--- config.mk ---
export PLATFORM = sky130hd
export DESIGN_NAME = id_ex_pipe
export DESIGN_NICKNAME = d
export VERILOG_FILES = /design/src/rtl/cpu_pkg.sv /design/src/rtl/hazard_detect.sv /design/src/rtl/id_ex_pipe.sv
export SDC_FILE = /design/constraint.sdc
export NUM_CORES = 1
export LEC_CHECK = 0
export CAP_MARGIN = 25
export CORE_UTILIZATION = 35
export DETAILED_ROUTE_END_ITERATION = 8
export PLACE_DENSITY_LB_ADDON = 0.25
export SLEW_MARGIN = 20
export SYNTH_ARGS = -nofsm -noshare
export SYNTH_HDL_FRONTEND = slang
export SYNTH_SLANG_ARGS = --single-unit
--- constraint.sdc ---
create_clock -name clk -period 2 [get_ports clk]
set_input_delay 0.4 -clock clk [delete_from_list [all_inputs] [get_ports clk]]
set_output_delay 0.4 -clock clk [all_outputs]
set_load 0.01 [all_outputs]
--- src/rtl/cpu_pkg.sv ---
// Shared CPU definitions: control-word layout and bubble encoding.
// The decoder, the ID/EX pipeline register and the forwarding unit all import
// this package, so the control-bit positions have a single definition.
package cpu_pkg;

  localparam int CTRL_W    = 8;
  localparam int REG_IDX_W = 5;

  // Bit positions inside the 8-bit control word.
  localparam int CTRL_REG_WRITE = 0;
  localparam int CTRL_MEM_READ  = 1;
  localparam int CTRL_MEM_WRITE = 2;
  localparam int CTRL_MEM_2_REG = 3;
  localparam int CTRL_ALU_SRC   = 4;
  localparam int CTRL_BRANCH    = 5;
  localparam int CTRL_ALU_OP    = 6;  // lsb of the 2-bit alu_op field
  localparam int CTRL_ALU_OP_W  = 2;

  // A bubble carries no side effects: no register write, no memory access.
  localparam logic [CTRL_W-1:0] BUBBLE_CTRL = '0;

endpackage : cpu_pkg

--- src/rtl/hazard_detect.sv ---
// Load-use hazard detector (purely combinational).
// Flags when the instruction in EX is a load whose destination is read by the
// instruction currently in ID, so the consumer must wait one cycle.
// Ports:
//   valid_ex    - EX holds a real instruction
//   mem_read_ex - EX instruction is a load
//   rd_ex       - EX destination register
//   id_valid    - ID holds a real instruction
//   rs1_id      - ID source register 1
//   rs2_id      - ID source register 2
//   load_use    - stall request
module hazard_detect
  import cpu_pkg::*;
(
  input  logic                 valid_ex,
  input  logic                 mem_read_ex,
  input  logic [REG_IDX_W-1:0] rd_ex,
  input  logic                 id_valid,
  input  logic [REG_IDX_W-1:0] rs1_id,
  input  logic [REG_IDX_W-1:0] rs2_id,
  output logic                 load_use
);

  logic rd_nonzero;
  logic rd_match;

  // x0 is hardwired zero, so a load targeting it never produces a dependency.
  assign rd_nonzero = (rd_ex != '0);
  assign rd_match   = (rd_ex == rs1_id) || (rd_ex == rs2_id);
  assign load_use   = valid_ex && mem_read_ex && rd_nonzero && id_valid && rd_match;

endmodule : hazard_detect

--- src/rtl/id_ex_pipe.sv ---
// ID/EX pipeline register with load-use stall and taken-branch flush control.
// Each cycle one of four things happens, highest priority first:
//   reset  : EX <- bubble, counters cleared
//   branch : EX <- bubble, IF/ID flushed, flush_cnt +1 (a coincident load-use
//            is irrelevant because the ID instruction is being discarded)
//   stall  : EX <- bubble, PC and IF/ID held, stall_cnt +1
//   normal : EX <- ID fields (or a bubble when ID is empty)
// The stall clears itself: the bubble it inserts has valid_ex=0, so the held
// consumer advances on the following cycle.
// Ports:
//   clk, rst            - clock and synchronous active-high reset
//   id_valid, rs1_id, rs2_id, rd_id, rdata1_id, rdata2_id, imm_id, ctrl_id
//                       - ID stage instruction fields
//   branch_taken_ex     - EX resolved a taken branch this cycle
//   valid_ex .. ctrl_ex - registered EX-stage copies of the ID fields
//   pc_write            - PC update enable
//   if_id_write         - IF/ID register update enable
//   if_id_flush         - IF/ID register clear request
//   stall_cnt, flush_cnt- saturating event counters
module id_ex_pipe
  import cpu_pkg::*;
#(
  parameter int DATA_W = 32,
  parameter int CNT_W  = 16
) (
  input  logic                 clk,
  input  logic                 rst,
  input  logic                 id_valid,
  input  logic [REG_IDX_W-1:0] rs1_id,
  input  logic [REG_IDX_W-1:0] rs2_id,
  input  logic [REG_IDX_W-1:0] rd_id,
  input  logic [DATA_W-1:0]    rdata1_id,
  input  logic [DATA_W-1:0]    rdata2_id,
  input  logic [DATA_W-1:0]    imm_id,
  input  logic [CTRL_W-1:0]    ctrl_id,
  input  logic                 branch_taken_ex,
  output logic                 valid_ex,
  output logic [REG_IDX_W-1:0] rs1_ex,
  output logic [REG_IDX_W-1:0] rs2_ex,
  output logic [REG_IDX_W-1:0] rd_ex,
  output logic [DATA_W-1:0]    rdata1_ex,
  output logic [DATA_W-1:0]    rdata2_ex,
  output logic [DATA_W-1:0]    imm_ex,
  output logic [CTRL_W-1:0]    ctrl_ex,
  output logic                 pc_write,
  output logic                 if_id_write,
  output logic                 if_id_flush,
  output logic [CNT_W-1:0]     stall_cnt,
  output logic [CNT_W-1:0]     flush_cnt
);

  localparam logic [CNT_W-1:0] CNT_MAX = '1;
  localparam logic [CNT_W-1:0] CNT_ONE = {{(CNT_W-1){1'b0}}, 1'b1};

  logic load_use;
  logic do_flush;
  logic do_stall;
  logic load_bubble;

  hazard_detect u_hazard_detect (
    .valid_ex    (valid_ex),
    .mem_read_ex (ctrl_ex[CTRL_MEM_READ]),
    .rd_ex       (rd_ex),
    .id_valid    (id_valid),
    .rs1_id      (rs1_id),
    .rs2_id      (rs2_id),
    .load_use    (load_use)
  );

  // Priority resolution; reset masks both events so the control outputs read
  // as a normal cycle while rst is high.
  assign do_flush    = !rst && branch_taken_ex;
  assign do_stall    = !rst && !branch_taken_ex && load_use;
  assign load_bubble = rst || do_flush || do_stall || !id_valid;

  always_comb begin
    pc_write    = 1'b1;
    if_id_write = 1'b1;
    if_id_flush = 1'b0;
    if (do_flush) begin
      if_id_flush = 1'b1;
    end else if (do_stall) begin
      pc_write    = 1'b0;
      if_id_write = 1'b0;
    end
  end

  // EX-stage register: either a bit-exact copy of ID or an all-zero bubble.
  always_ff @(posedge clk) begin
    if (load_bubble) begin
      valid_ex  <= 1'b0;
      rs1_ex    <= '0;
      rs2_ex    <= '0;
      rd_ex     <= '0;
      rdata1_ex <= '0;
      rdata2_ex <= '0;
      imm_ex    <= '0;
      ctrl_ex   <= BUBBLE_CTRL;
    end else begin
      valid_ex  <= 1'b1;
      rs1_ex    <= rs1_id;
      rs2_ex    <= rs2_id;
      rd_ex     <= rd_id;
      rdata1_ex <= rdata1_id;
      rdata2_ex <= rdata2_id;
      imm_ex    <= imm_id;
      ctrl_ex   <= ctrl_id;
    end
  end

  // Saturating event counters.
  always_ff @(posedge clk) begin
    if (rst) begin
      stall_cnt <= '0;
      flush_cnt <= '0;
    end else begin
      if (do_stall && (stall_cnt != CNT_MAX)) begin
        stall_cnt <= stall_cnt + CNT_ONE;
      end
      if (do_flush && (flush_cnt != CNT_MAX)) begin
        flush_cnt <= flush_cnt + CNT_ONE;
      end
    end
  end

endmodule : id_ex_pipe

**Word level (Yosys, flattened, before mapping)**

Cells that the tools add are included.

- Output and inout port bits: 155
- Input port bits: 123
- Bits in registers: 152

- Eq/ne operators: 4
- Reduce and logical (&&, ||, !) cells: 17
- Muxes and demuxes: 4
- Add/sub/neg operators: 2

Operator list:

| operator | number |
|---|---|
| $add 16x1->16 const B | 2 |
| $ne 16x16->1 const B | 2 |
| $eq 5x5->1 | 2 |
| $logic_and 1x1->1 | 9 |
| $reduce_bool 5->1 | 1 |
| $logic_or 1x1->1 | 4 |
| $mux 1 | 4 |
| $logic_not 1->1 | 3 |

**Longest topological paths before layout**

- Word-level depth: 8
- Mapped depth: 7
- Gate-level depth less buffers: 6

**Cells and area by module**

Synthesis repeated with hierarchy kept, for this count alone.

- Cells, all modules: 454
- Area, all modules: 4902.2 sq um

Modules (own cells, without submodules):

| module | times used | area an instance (sq um) | cells each |
|---|---|---|---|
| id_ex_pipe | 1 | 4773.3 | 437 |
| hazard_detect | 1 | 128.9 | 17 |

**Least setup slack after synthesis**

No wires, ideal clock.

- Kind: flip-flop to flip-flop
- Start: reg stall_cnt[0]
- End: reg stall_cnt[6]
- Buffers on the path: 1
- Arrival: 1896 ps
- Setup time: 123 ps
- Period minus slack after synthesis: 2019 ps
- Required time: 1877 ps
- Path slack: -19 ps
- Stages on the path, launching flop included: 8
- Path through: dfxtp_1 ha_1 nand3_1 or3_1 clkbuf_1 o21ai_2 nor4_1 mux2_1

- Longest elaborated chain between the ends: 2
- Elaborated cells on any way between the ends: 3
- Those cells by class: 1 x add/sub; 1 x eq/ne; 1 x reduce/logical

Ends and longest elaborated chain:

| what | line | source |
|---|---|---|
| start, declared | id_ex_pipe.sv:48 | `output logic [CNT_W-1:0] stall_cnt,` |
| start signal, assigned | id_ex_pipe.sv:118 | `stall_cnt <= stall_cnt + CNT_ONE;` |
| branches (longest 2 deep; another with $add 16x1->16) | -- |  |

Parallel ways; which one is timed is not known.
A chain may end at the register's enable or synchronous reset.

**Worst setup path in the final report**

- Start: reg rd_ex[0]
- End: out pc_write

- Longest elaborated chain between the ends: 7
- Elaborated cells on any way between the ends: 10
- Those cells by class: 2 x eq/ne; 2 x mux; 6 x reduce/logical

Ends and longest elaborated chain:

| what | line | source |
|---|---|---|
| start, declared | id_ex_pipe.sv:40 | `output logic [REG_IDX_W-1:0] rd_ex,` |
| start signal, assigned | id_ex_pipe.sv:103 | `rd_ex <= rd_id;` |
| $reduce_bool 5->1 | hazard_detect.sv:28 | `assign rd_nonzero = (rd_ex != '0);` |
| $logic_and 1x1->1 (2 in a row) | hazard_detect.sv:30 | `assign load_use = valid_ex && mem_read_ex && rd_nonzero && id_valid && rd_match;` |
| $logic_and 1x1->1 (*) | hazard_detect.sv:30 |  |
| $logic_and 1x1->1 (*) | id_ex_pipe.sv:73 | `assign do_stall = !rst && !branch_taken_ex && load_use;` |
| $mux 1 (*) | id_ex_pipe.sv:82 | `end else if (do_stall) begin` |
| $mux 1 (*) | id_ex_pipe.sv:80 | `if (do_flush) begin` |
| end, declared | id_ex_pipe.sv:45 | `output logic pc_write,` |

Mark *: on every way between the ends. The rest lies on a longest branch, timed or not.

==> results.py <==
metrics = {
    "min_path": {
        "min_path_type": "in -> reg",
    },
    "cts": {
        "cts.sinks": 152,
        "postCtsHoldBufs": 0,
        "htree_num_levels": 4,
        "worst_skew_pair.late_latency_ps": 420,
        "cts_root_buf": "clkbuf_16",
        "cts_tree": "yes",
        "clk_path_buf_depth": 2,
        "clk_pin_slew_ps": 60,
        "cts_buffers": 17,
    },
    "placement": {
        "hpwl_mm": 11.0,
        "gp_congestion": 0.842,
        "numPortBuffers": 277,
    },
    "yosys": {
        "synth_area_leader_cell": "dfxtp_1",
        "synth_cell_types": 37,
        "syn_area_um2": 5030,
        "synthArstFlopShare_pct": 0,
        "synth_nets": 601,
        "synth_area_leaders": "dfxtp_1, and2_1, xnor2_1",
        "ys_ff_latch": 152,
        "yosysSeqAreaShare_pct": 60.4,
        "synth_edf_count": 0,
        "avgSynthCellArea_um2": 10.6,
        "ys.flop_type": "dfxtp_1",
        "synth_cells": 476,
        "ys_warn_count": 0,
        "synth_top_area_share_pct": 60.4,
    },
    "global_routing": {
        "gr-total-overflow": 0,
        "grt_pass1_vias": 4449,
        "grt_max_degree": 65,
        "grt_usage_pct": 19.9,
        "grt_first_pass_wirelength_mm": 22.2,
        "antenna_found_initial": 1,
    },
    "routing": {
        "wirelength_mm": 14.7,
        "dr.first_iter.drc_count": 223,
        "vias": 4421,
        "drc_errors": 0,
        "wl_per_cell_um": 15.2,
        "ant_nets": 0,
        "via_per_inst": 4.56,
        "first_pass_iters": 5,
    },
    "sta": {
        "setup_viol_count_final": 0,
        "worst_slew_pin_slew_ps": 456,
        "fmax_ghz": 0.512,
        "timing.final.max_slew_violations": 0,
        "rsz0062_at_grt": "yes",
        "finalHoldViolations": 0,
        "hold_ws_ps": 252,
        "finalCritPeriodShare_pct": 97.6,
        "fin_crit_ps": 1950,
        "maxSlewHeadroom_pct": 69.6,
        "finClkSkew_ps": 10.8,
    },
    "floorplan": {
        "initial_core_util_pct": 36.1,
        "die_y_um": 122,
        "fp.dieW_um": 122,
        "num_rows": 43,
        "design.core.area_um2": 13900,
        "num_io_pins": 278,
        "die_area_um2": 14900,
    },
    "worst_setup_path": {
        "arrival_ps": 1550,
        "worstSetupPathType": "reg -> out",
        "slowest_delay_ps": 370,
        "cp_cell_sequence": "xnor2_2 -> nand3_2 -> o22ai_2 -> buf_4 -> nand2_2 -> buf_2",
        "path_max_fanout": 4,
        "crit_path_start_kind": "flop",
        "worst_setup_path_end_kind": "output port",
        "critPathSlowestCell": "dfxtp_4",
        "crit_required_ps": 1600,
    },
    "power_and_ir_drop": {
        "vdd_drop_max_mv": 0.504,
        "leakagePower_nw": 3.37,
        "fin_total_pwr_w": 0.00682,
        "p_per_area_nw_per_um2": 772,
    },
    "outcome": {
        "status": "complete, no violations",
    },
    "cells_and_area": {
        "post-route-util_pct": 63.4,
        "fillers": 1125,
        "drive_gt1_share_pct": 10.4,
        "syn2layout_area_growth_pct": 75.5,
        "num-nets-final": 902,
    },
    "flow_run": {
        "cap_violations": 0,
    },
}
metrics by stage:
step,TNS [ps],setup WS (ps),cell area [um2],std cells
floorplan,0,21.1,5040,476
global placement,-41350,-494,8170,937
detailed placement,-48760,-565,8170,937
CTS,0,0.821,8790,969
global route,-42.3,-17.9,8840,970
finish,0,47.2,8840,970
synth_stat cells, types with 3 or more instances:
library cell  count
and4_1            5
xor2_1           11
a211oi_1          3
a21oi_1          13
inv_1             3
xnor2_1          12
nor2_1           27
and2_1          122
o21ai_0           8
nor3_1            8
or4_1             4
o211ai_1          7
or3_1             7
nand3_1          10
nand4_1           8
o31ai_1           4
dfxtp_1         152
and3_1            7
nand2_1          16
nor2b_1           4
mux2_1            4
nor4_1            3
clkbuf_1         20
cell type report:
type                    count  area (um2)  area share (%)
flip-flops and latches    152        3060            34.6
repair buffers            306        3000            33.9
inverters                   3        11.3           0.127
well taps                 180         225            2.55
multi-input cells         297        1960            22.2
clock inverters            10         119            1.34
diodes                      1        2.50          0.0283
clock buffers              21         460            5.21
report_power, final:
| part | internal (W) | total (W) | switching (W) |
|---|---|---|---|
| clock | 0.00190 | 0.00313 | 0.00123 |
| sequential | 0.00309 | 0.00312 | 0.0000281 |
| combinational | 0.000387 | 0.000571 | 0.000184 |
placed cells by master, fill, tap and decap left out, types with 5 or more instances in the layout:
cell type	count
dlygate4sd2_1	11
and2_1	122
clkdlybuf4s50_1	262
o211ai_1	7
nor3_1	7
nand4_1	8
and3_1	7
dfxtp_1	145
xor2_1	11
clkbuf_16	17
nand3_1	9
nor2_1	27
xnor2_1	7
buf_4	26
or3_1	7
and4_1	5
nand2_1	15
o21ai_0	8
a21oi_1	12
layer usage:
metal  part of all wire, %  up-vias  track usage, %
li1                      -     2178               -
met1                    35     2035            19.2
met2                    53      181            35.6
met3                   9.8       27            9.69
met4                   2.5        0            8.95
met5                     0        -               0
cells by family after synthesis:
group | share of synthesized area [%]
AO/OA/AOI/OAI | 5.69
adder cells (fa/ha/maj) | 0.497
multiplexers | 1.09
XOR/XNOR | 4.00
AND/OR/NAND/NOR | 25.8
flip-flops | 60.4
buffers and inverters | 2.46
worst max-delay path, delay by kind of cell (launching register included):
family          cells  cell delay, ps
xor+xnor            1             150
buf+inv             2             290
simple gates        2             170
compound gates      1             150
flops               1             370
flip-flops by register name, indices dropped and copies added (netlist names):
| signal | cells |
|---|---|
| valid_ex | 1 |
| rdata1_ex | 32 |
| ctrl_ex | 8 |
| rs2_ex | 5 |
| imm_ex | 32 |
| rdata2_ex | 32 |
| rs1_ex | 5 |
| stall_cnt | 16 |
| flush_cnt | 16 |
| rd_ex | 5 |
worst paths after layout:
kind	from	to	slack, ps	depth (start not counted)
worst max-delay path	rd_ex[0]	pc_write	50	6
worst min-delay path	rs1_id[1]	rs1_ex[1]	250	2
worst max register to register	stall_cnt[0]	stall_cnt[1]	100	7
worst min register to register	stall_cnt[14]	stall_cnt[14]	510	2
timing repair:
action                                  CTS  global route
buffers inserted                          1             0
pin swaps                                10             3
resized for setup                        35             9
endpoints found under the setup margin   13             9
No activity file was read; power rests on OpenSTA's default activity.
